<file path="config.mk">
export PLATFORM = sky130hd
export DESIGN_NAME = wave_tone_generator
export DESIGN_NICKNAME = d
export VERILOG_FILES = /design/src/rtl/wave_tone_generator.sv
export SDC_FILE = /design/constraint.sdc
export NUM_CORES = 1
export LEC_CHECK = 0
export ABC_AREA = 0
export BUFFER_PORTS_ARGS = -buffer_cell sky130_fd_sc_hd__buf_2
export CAP_MARGIN = 10
export CORE_MARGIN = 5
export CORE_UTILIZATION = 38
export CTS_CLUSTER_DIAMETER = 60
export DETAILED_ROUTE_END_ITERATION = 10
export SLEW_MARGIN = 10
export SYNTH_ARGS = -nofsm -noshare
export SYNTH_HDL_FRONTEND = slang
export SYNTH_SLANG_ARGS = --single-unit
export TNS_END_PERCENT = 1
</file>
<file path="constraint.sdc">
create_clock -name clk -period 10.73 [get_ports clk]
set_input_delay 1.6095 -clock clk [delete_from_list [all_inputs] [get_ports clk]]
set_output_delay 1.6095 -clock clk [all_outputs]
set_load 0.01 [all_outputs]
</file>
<file path="src/rtl/wave_tone_generator.sv">
// ============================================================================
// wave_tone_generator : DDS square/saw/triangle tone source, valid/ready out.
// Optional macro WAVE_TONE_OVERRUN_COUNT_EN adds a saturating overrun_count.
// Revision: 1.0
// ============================================================================
`default_nettype none
`timescale 1ns/1ps

module wave_tone_generator #(
  parameter int CLK_FREQ_HZ    = 50000000,
  parameter int SAMPLE_FREQ_HZ = 48000,
  parameter int SAMPLE_WIDTH   = 16,
  parameter int VOLUME_WIDTH   = 4
) (
  input  logic                    clk,
  input  logic                    reset,
  input  logic                    enable,
  input  logic [3:0]              note,
  input  logic [2:0]              octave,
  input  logic [VOLUME_WIDTH-1:0] volume,
  input  logic [1:0]              wave_sel,
  input  logic                    source_ready,
  output logic [SAMPLE_WIDTH-1:0] source_data,
  output logic                    source_valid
`ifdef WAVE_TONE_OVERRUN_COUNT_EN
  ,
  output logic [15:0]             overrun_count
`endif
);

  localparam int c_sample_clk_count = (CLK_FREQ_HZ + SAMPLE_FREQ_HZ / 2) / SAMPLE_FREQ_HZ;
  localparam int c_cnt_w            = (c_sample_clk_count > 1) ? $clog2(c_sample_clk_count) : 1;
  localparam logic [c_cnt_w-1:0] c_cnt_last = c_cnt_w'(c_sample_clk_count - 1);
  localparam logic signed [SAMPLE_WIDTH-1:0] c_sample_max = {1'b0, {(SAMPLE_WIDTH-1){1'b1}}};
  localparam int c_prod_w = SAMPLE_WIDTH + VOLUME_WIDTH + 1;

  // Octave-0 increments: round(f0 * 2**32 / 48000); notes above B fall into the default.
  function automatic logic [31:0] base_inc(input logic [3:0] n);
    case (n)
      4'd0:    base_inc = 32'd1462973;
      4'd1:    base_inc = 32'd1549767;
      4'd2:    base_inc = 32'd1641930;
      4'd3:    base_inc = 32'd1740357;
      4'd4:    base_inc = 32'd1843257;
      4'd5:    base_inc = 32'd1953315;
      4'd6:    base_inc = 32'd2068743;
      4'd7:    base_inc = 32'd2192223;
      4'd8:    base_inc = 32'd2322861;
      4'd9:    base_inc = 32'd2460658;
      4'd10:   base_inc = 32'd2607403;
      default: base_inc = 32'd2762201;
    endcase
  endfunction

  logic [c_cnt_w-1:0]             count_q, count_d;
  logic [31:0]                    phase_q, phase_d;
  logic [SAMPLE_WIDTH-1:0]        data_q, data_d;
  logic                           valid_q, valid_d;
`ifdef WAVE_TONE_OVERRUN_COUNT_EN
  logic [15:0]                    overrun_count_q, overrun_count_d;
`endif

  logic                           tick;
  logic [31:0]                    inc;
  logic [SAMPLE_WIDTH-1:0]        tri_u, tri_t;
  logic signed [SAMPLE_WIDTH-1:0] raw;
  logic signed [c_prod_w-1:0]     raw_ext, vol_ext;
  logic [SAMPLE_WIDTH-1:0]        scaled;

  always_comb begin
    tick  = (count_q == c_cnt_last);
    inc   = base_inc(note) << octave;
    tri_u = phase_q[30:31-SAMPLE_WIDTH];
    tri_t = phase_q[31] ? ~tri_u : tri_u;

    raw = '0;
    if (enable) begin
      case (wave_sel)
        2'd0:    raw = phase_q[31] ? -c_sample_max : c_sample_max;
        2'd1:    raw = {~phase_q[31], phase_q[30:32-SAMPLE_WIDTH]};
        2'd2:    raw = {~tri_t[SAMPLE_WIDTH-1], tri_t[SAMPLE_WIDTH-2:0]};
        default: raw = '0;
      endcase
    end

    // Product is wide enough that it never overflows; the arithmetic shift floors.
    raw_ext = {{(VOLUME_WIDTH+1){raw[SAMPLE_WIDTH-1]}}, raw};
    vol_ext = {{(SAMPLE_WIDTH+1){1'b0}}, volume};
    scaled  = SAMPLE_WIDTH'((raw_ext * vol_ext) >>> VOLUME_WIDTH);
  end

  always_comb begin
    count_d = tick ? '0 : count_q + c_cnt_w'(1);
    phase_d = phase_q;
    data_d  = data_q;
    valid_d = valid_q;
`ifdef WAVE_TONE_OVERRUN_COUNT_EN
    overrun_count_d = overrun_count_q;
`endif

    if (tick) begin
      // Phase advances even on overrun so pitch is unaffected by back-pressure.
      phase_d = enable ? phase_q + inc : '0;
      if (!valid_q || source_ready) begin
        data_d  = scaled;
        valid_d = 1'b1;
      end
`ifdef WAVE_TONE_OVERRUN_COUNT_EN
      else if (overrun_count_q != 16'hFFFF) begin
        overrun_count_d = overrun_count_q + 16'd1;
      end
`endif
    end else if (valid_q && source_ready) begin
      valid_d = 1'b0;
    end
  end

  always_ff @(posedge clk) begin
    if (reset) begin
      count_q <= '0;
      phase_q <= '0;
      data_q  <= '0;
      valid_q <= 1'b0;
`ifdef WAVE_TONE_OVERRUN_COUNT_EN
      overrun_count_q <= '0;
`endif
    end else begin
      count_q <= count_d;
      phase_q <= phase_d;
      data_q  <= data_d;
      valid_q <= valid_d;
`ifdef WAVE_TONE_OVERRUN_COUNT_EN
      overrun_count_q <= overrun_count_d;
`endif
    end
  end

  assign source_data  = data_q;
  assign source_valid = valid_q;
`ifdef WAVE_TONE_OVERRUN_COUNT_EN
  assign overrun_count = overrun_count_q;
`endif

endmodule

`default_nettype wire

</file>
======== Word level (Yosys, flattened, before mapping) ========
Memories as Yosys holds them, arrays and structs flattened.
Cells that the tools add are included.
storage, ports and cells
  register bits after elaboration ......... 60
  memory bits (read-only) ................. 352
  bits of input ports ..................... 17
  output and inout bits ................... 17
  logic and storage cells ................. 32
  memories ................................ 1
memory list
  name             depth  width  read ports  clocked after Yosys merged registers in  wr ports  RTL line  RTL
  (no name shown)  16     22     1           0                                        0         39        case (n)
cells by class
  add/subtract/negate cells ............... 2
  $mul .................................... 1
  eq/ne operators ......................... 4
  shift-type cells ........................ 1
  mux-type cells .......................... 8
  bitwise operators ....................... 3
  reductions and logical operators ........ 8
operator list
  kind                                                                     count
  16-bit two-way mux                                                       3
  16-bit one-hot mux with 3 select lines                                   1
  32-bit adder                                                             1
  32-bit two-way mux                                                       1
  32-bit by 3-bit left shift with 32-bit output                            1
  16-bit by 5-bit multiplier with 20-bit output                            1
  16-bit inverter                                                          1
  11-bit by 1-bit adder with 11-bit output, second input constant          1
  11-bit equality test, second input constant                              1
  2-bit AND reduction                                                      2
  1-bit two-way mux                                                        3
  2-bit by 1-bit equality test with 1-bit output, second input constant    1
  2-bit equality test, second input constant                               1
  2-bit logical NOT                                                        1
  2-bit by 1-bit inequality test with 1-bit output, second input constant  1
  1-bit inverter                                                           2
  2-bit nonzero test                                                       1
  2-bit OR reduction                                                       1
  1-bit logical AND                                                        1
  1-bit logical NOT                                                        1
  1-bit logical OR                                                         1

======== Logic depth before layout (Yosys ltp) ========
  word-level depth ........................ 6
  gate-level depth with buffers ........... 21
  mapped depth without buffers ............ 20

======== Worst setup path before layout ========
Ideal clock, no wire load.
  path type ............................... in2reg
  start ................................... input wave_sel[0]
  end ..................................... register data_q[15], in the netlist source_data[15]
  library setup time ...................... 116 ps
  arrival ................................. 5657 ps
  data required time ...................... 10614 ps
  path slack .............................. 4957 ps
  cell stages on the path ................. 21
  buffers on the path ..................... 2
  cell sequence ........................... buf_2 > nor2b_4 > clkbuf_1 > nand2_1 > o21ai_0 > nand2_1 > nor2_1 > ha_1 > fa_1 > inv_1 > fa_1 > inv_1 > ha_1 > nand3_1 > a211oi_1 > and3b_1 > a21oi_1 > a211oi_2 > nor3_2 > mux2i_1 > o211a_1
between the ends
  word-level cells in the longest chain between the ends .. 4
  elaborated cells between the ends (all ways) .. 6
  classes of those cells .................. 1 x mul; 2 x eq/ne; 2 x mux; 1 x reduce/logical
ends and longest elaborated chain
  what                                               RTL line  RTL
  start: declaration                                 21        input logic [1:0] wave_sel,
  2-bit equality test (tied with other cells)        78        case (wave_sel)
  16-bit one-hot mux with 3 select lines (*)         78
  16-bit two-way mux (*)                             77        if (enable) begin
  16-bit by 5-bit multiplier with 20-bit output (*)  89        scaled = SAMPLE_WIDTH'((raw_ext * vol_ext) >>> VOLUME_WIDTH);
  end signal: assignment                             130       data_q <= data_d;
  end: declaration                                   57        logic [SAMPLE_WIDTH-1:0] data_q, data_d;
Mark *: on every way between the ends. The rest lies on a longest branch, timed or not.
A chain may end at the register's enable or synchronous reset.

======== Worst setup path in the final report ========
  start ................................... input wave_sel[1]
  end ..................................... register data_q[6], in the netlist source_data[6]
Same word-level chain as after synthesis.

==> summary.md <==
| Metric | Value |
|---|---|
| Outcome | `finished, final reports clean` |
| Tcrit/Tclk final | `55.4%` |
| Vias per inst | `between 5 and 6` |
| Top-count cell post-synth | `nor2_1` |
| Setup slack after layout | `around 4.8 ns` |
| IO Count | `34` |
| Clock transition at the registers of the reported paths | `approximately 0.05 ns` |
| Sw frac | `31.7%` |
| Total of cells resized after clock tree synthesis | `0` |
| Area contributors post-synth | `dfxtp_1 (16%), ha_1 (12%), fa_1 (8.6%)` |
| Multi-input gate area | `approximately 5700 sq um` |
| Psw | `between 200 and 250 uW` |
| Kind of start point of the critical path | `input port` |
| Number of synthesized flops with an enable pin | `0` |
| Pre-antenna DRT Iters | `4` |
| CP max stage cell | `fa_1` |
| IO Port Bufs | `33` |
| Synth Flop Type | `dfxtp_1` |
| Comb power frac | `a little over a quarter` |
| Total core area | `~19000 sq um` |
| Gpl congestion | `between 0.8 and 0.9` |
| Clock Path Buffers | `2` |
| Ys async rst share | `0%` |
| Final Hold Viols | `0` |
| Critical Path End Type | `flop` |
| Worst skew pair latency | `around 0.35 ns` |
| Place WS | `4.45 ns` |
| Fin crit period | `5.95 ns` |
| Placement row count | `51` |
| Pin count of the biggest net entering global routing | `37` |
| DP Area | `about 7800 sq um` |
| RSZ-0062 raised after global routing | `no` |
| DR WL/cell | `~14 um` |
| Max-Cap Viols | `0` |
| P_leak | `roughly 3.9 nW` |
| Gr usage total | `16.1%` |
| Int Pwr | `about 500 uW` |
| CP max stage delay | `about 0.53 ns` |
| Post-DRT Antenna Nets | `0` |
| WL met3 | `between 400 and 500 um` |
| Layout cell share with drive strength beyond 1 | `under 10%` |
| Post-Route M1 WL | `roughly 8.1 mm` |
| Unique masters post-synth | `76` |
| Root buffer cell | `clkbuf_16` |
| N_diodes | `0` |
| Final Max Tran Viols | `0` |
| Clk pwr share | `between 40% and 50%` |
| Register area share after synthesis | `16.2%` |
| Layout Nets | `between 1000 and 1500` |
| Area Growth Syn to Fin | `8.55%` |
| Synth top cells by count | `nor2_1 (101), inv_1 (95), nand2_1 (93)` |
| Remaining global-route overflow | `0` |
| Die height | `about 150 um` |
| Htree depth | `3` |
| Synth warnings | `0` |
| Worst Skew | `about 0.009 ns` |
| Fillers | `slightly below 2000` |
| CTS Hold Bufs | `0` |
| Die X-Extent | `~150 um` |
| Vias | `roughly 6500` |
| Number of global-route vias before repair | `approximately 6400` |
| Yosys top cell by area | `dfxtp_1` |
| Top layer in use | `met4` |
| Die Footprint | `around 22000 sq um` |
| Critical path, cell by cell | `buf_2, or2b_1, xnor2_1, o21ai_0, and3_1, ha_1, fa_1, inv_1, fa_1, inv_1, ha_1, or3_1, a31o_2, or4_4, a31oi_1, xnor2_1, nand2_1, a21oi_1` |
| Post-synth top area share | `about 16%` |
| Drt total wl | `approximately 17 mm` |
| CP max FO | `19` |
| Fmax | `around 0.17 GHz` |
| Setup TNS | `0 ns` |
| Initial DRC count | `317` |
| Kind of critical path | `in2reg` |
| Post-DP HPWL | `approximately 13 mm` |
| Least-Margin Pin Slew | `roughly 1.0 ns` |
| CTS tree | `done` |
| Starting Density | `between 30% and 40%` |
| Total CTS buffers | `9` |
| Worst Path Arrival | `between 6 and 7 ns` |
| Final Cell Area | `8070 sq um` |
| Post-Synthesis Mean Instance Area | `about 7.6 sq um` |
| Setup slack, reg-to-reg | `~5.5 ns` |
| Reg area | `1200 sq um` |
| Reg power frac | `a little under a third` |
| Worst path required time | `about 11 ns` |
| PD cells | `between 90 and 100 nW/um^2` |
| Worst Hold Class | `reg2reg` |
| Initial antenna violation count | `0` |
| Final setup viols | `0` |
| Syn Std Cell Area | `between 7000 and 8000 sq um` |
| Max_slew headroom | `a little under a third` |
| Syn nets | `1101` |
| VDD IR-drop max | `76.2 uV` |
| Post-CTS Setup Inserts | `0` |
| Post-synthesis sequential element count | `60` |
| Met2 wire length | `between 8 and 9 mm` |
| Final core area utilization | `roughly two fifths` |
| CTS sink count | `60` |
| Mapped Cells | `980` |
| DRC Markers | `0` |
| First-pass GRT wire length | `30.1 mm` |
==> sequential cells by signal, summed over array words and instances (netlist names) <==
signal	flops
phase_q	32
source_data	16
count_q	11
source_valid	1
==> routing by layer <==
metal / vias up / global-route usage [%]
li1: 3385 / -
met1: 3030 / 20.9
met2: 90 / 27.8
met3: 22 / 3.06
met4: 0 / 3.52
met5: - / 0
==> cells by family (layout without fill, tap and decap cells) <==
| group | after synthesis | in the layout | share of synthesized area, % |
|---|---|---|---|
| buffers and inverters | 148 | 148 | 7.57 |
| and+or+nand+nor | 324 | 324 | 20.8 |
| xor gates and xnor gates | 63 | 63 | 7.42 |
| AOI/OAI and AO/OA | 238 | 238 | 21.3 |
| DFF | 60 | 60 | 16.2 |
| muxes | 43 | 43 | 6.01 |
| adders and majority gates | 104 | 104 | 20.7 |
==> worst max-delay path, delay by kind of cell <==
family | cells | cell delay, ns
XOR/XNOR | 2 | 0.26
AO/OA/AOI/OAI | 4 | 1.06
AND/OR/NAND/NOR | 5 | 1.40
buffers and inverters | 3 | 0.39
adder cells (fa/ha/maj) | 4 | 1.50
==> placed cells by master (no fill, tap or decap), drive strengths merged, types with 3 or more instances in the layout <==
| master | synthesis | layout |
|---|---|---|
| dfxtp | 60 | 60 |
| or3 | 8 | 8 |
| a22o | 28 | 28 |
| a211oi | 10 | 10 |
| nor2b | 10 | 10 |
| mux2 | 13 | 13 |
| o22ai | 10 | 10 |
| fa | 32 | 32 |
| or2 | 6 | 6 |
| nand4 | 10 | 10 |
| nand2 | 93 | 93 |
| o21a | 4 | 4 |
| and2 | 9 | 9 |
| o21bai | 5 | 5 |
| xor2 | 20 | 20 |
| xnor2 | 43 | 43 |
| o21ai | 53 | 53 |
| a221o | 4 | 4 |
| and3 | 15 | 15 |
| clkinv | 1 | 4 |
| a21oi | 67 | 67 |
| inv | 96 | 96 |
| clkbuf | 40 | 11 |
| nor2 | 102 | 102 |
| ha | 72 | 72 |
| o211ai | 4 | 4 |
| buf | 11 | 35 |
| nand3 | 28 | 28 |
| nand2b | 16 | 16 |
| or2b | 3 | 3 |
| nor3 | 11 | 11 |
| mux2i | 30 | 30 |
| a21o | 18 | 18 |
| a31oi | 11 | 11 |
==> worst paths after layout <==
check                          startpoint                           end  cells past startpoint
max                           wave_sel[1]   source_data[6]$_SDFFE_PP0P_                     18
min          source_data[10]$_SDFFE_PP0P_  source_data[10]$_SDFFE_PP0P_                      2
max reg2reg      phase_q[31]$_SDFFE_PP0P_   source_data[6]$_SDFFE_PP0P_                     17
min reg2reg  source_data[10]$_SDFFE_PP0P_  source_data[10]$_SDFFE_PP0P_                      2
==> area by class of cell <==
cell class / count / area share, %
Sequential cell: 60 / 14.9
Tap cell: 265 / 4.11
Multi-Input combinational cell: 772 / 70.3
Clock inverter: 5 / 0.930
Timing Repair Buffer: 35 / 2.23
Inverter: 97 / 4.51
Clock buffer: 11 / 3.01
==> power groups by stage <==
stage	Clock, mW	Sequential [mW]	Combinational (mW)
after floorplan	0	0.230	0.159
after global placement	0	0.230	0.198
after detailed placement	0	0.230	0.200
after CTS	0.329	0.225	0.200
after global routing	0.339	0.225	0.228
final	0.319	0.225	0.199
==> metrics by stage <==
step	total power, mW	hold slack (ns)	std cells
after floorplan	0.389	0.448	980
after global placement	0.428	0.438	1229
after detailed placement	0.430	0.441	1229
after CTS	0.755	0.448	1245
after global routing	0.792	0.463	1245
final	0.744	0.445	1245
Note: power is estimated with default switching activity, not from simulation.
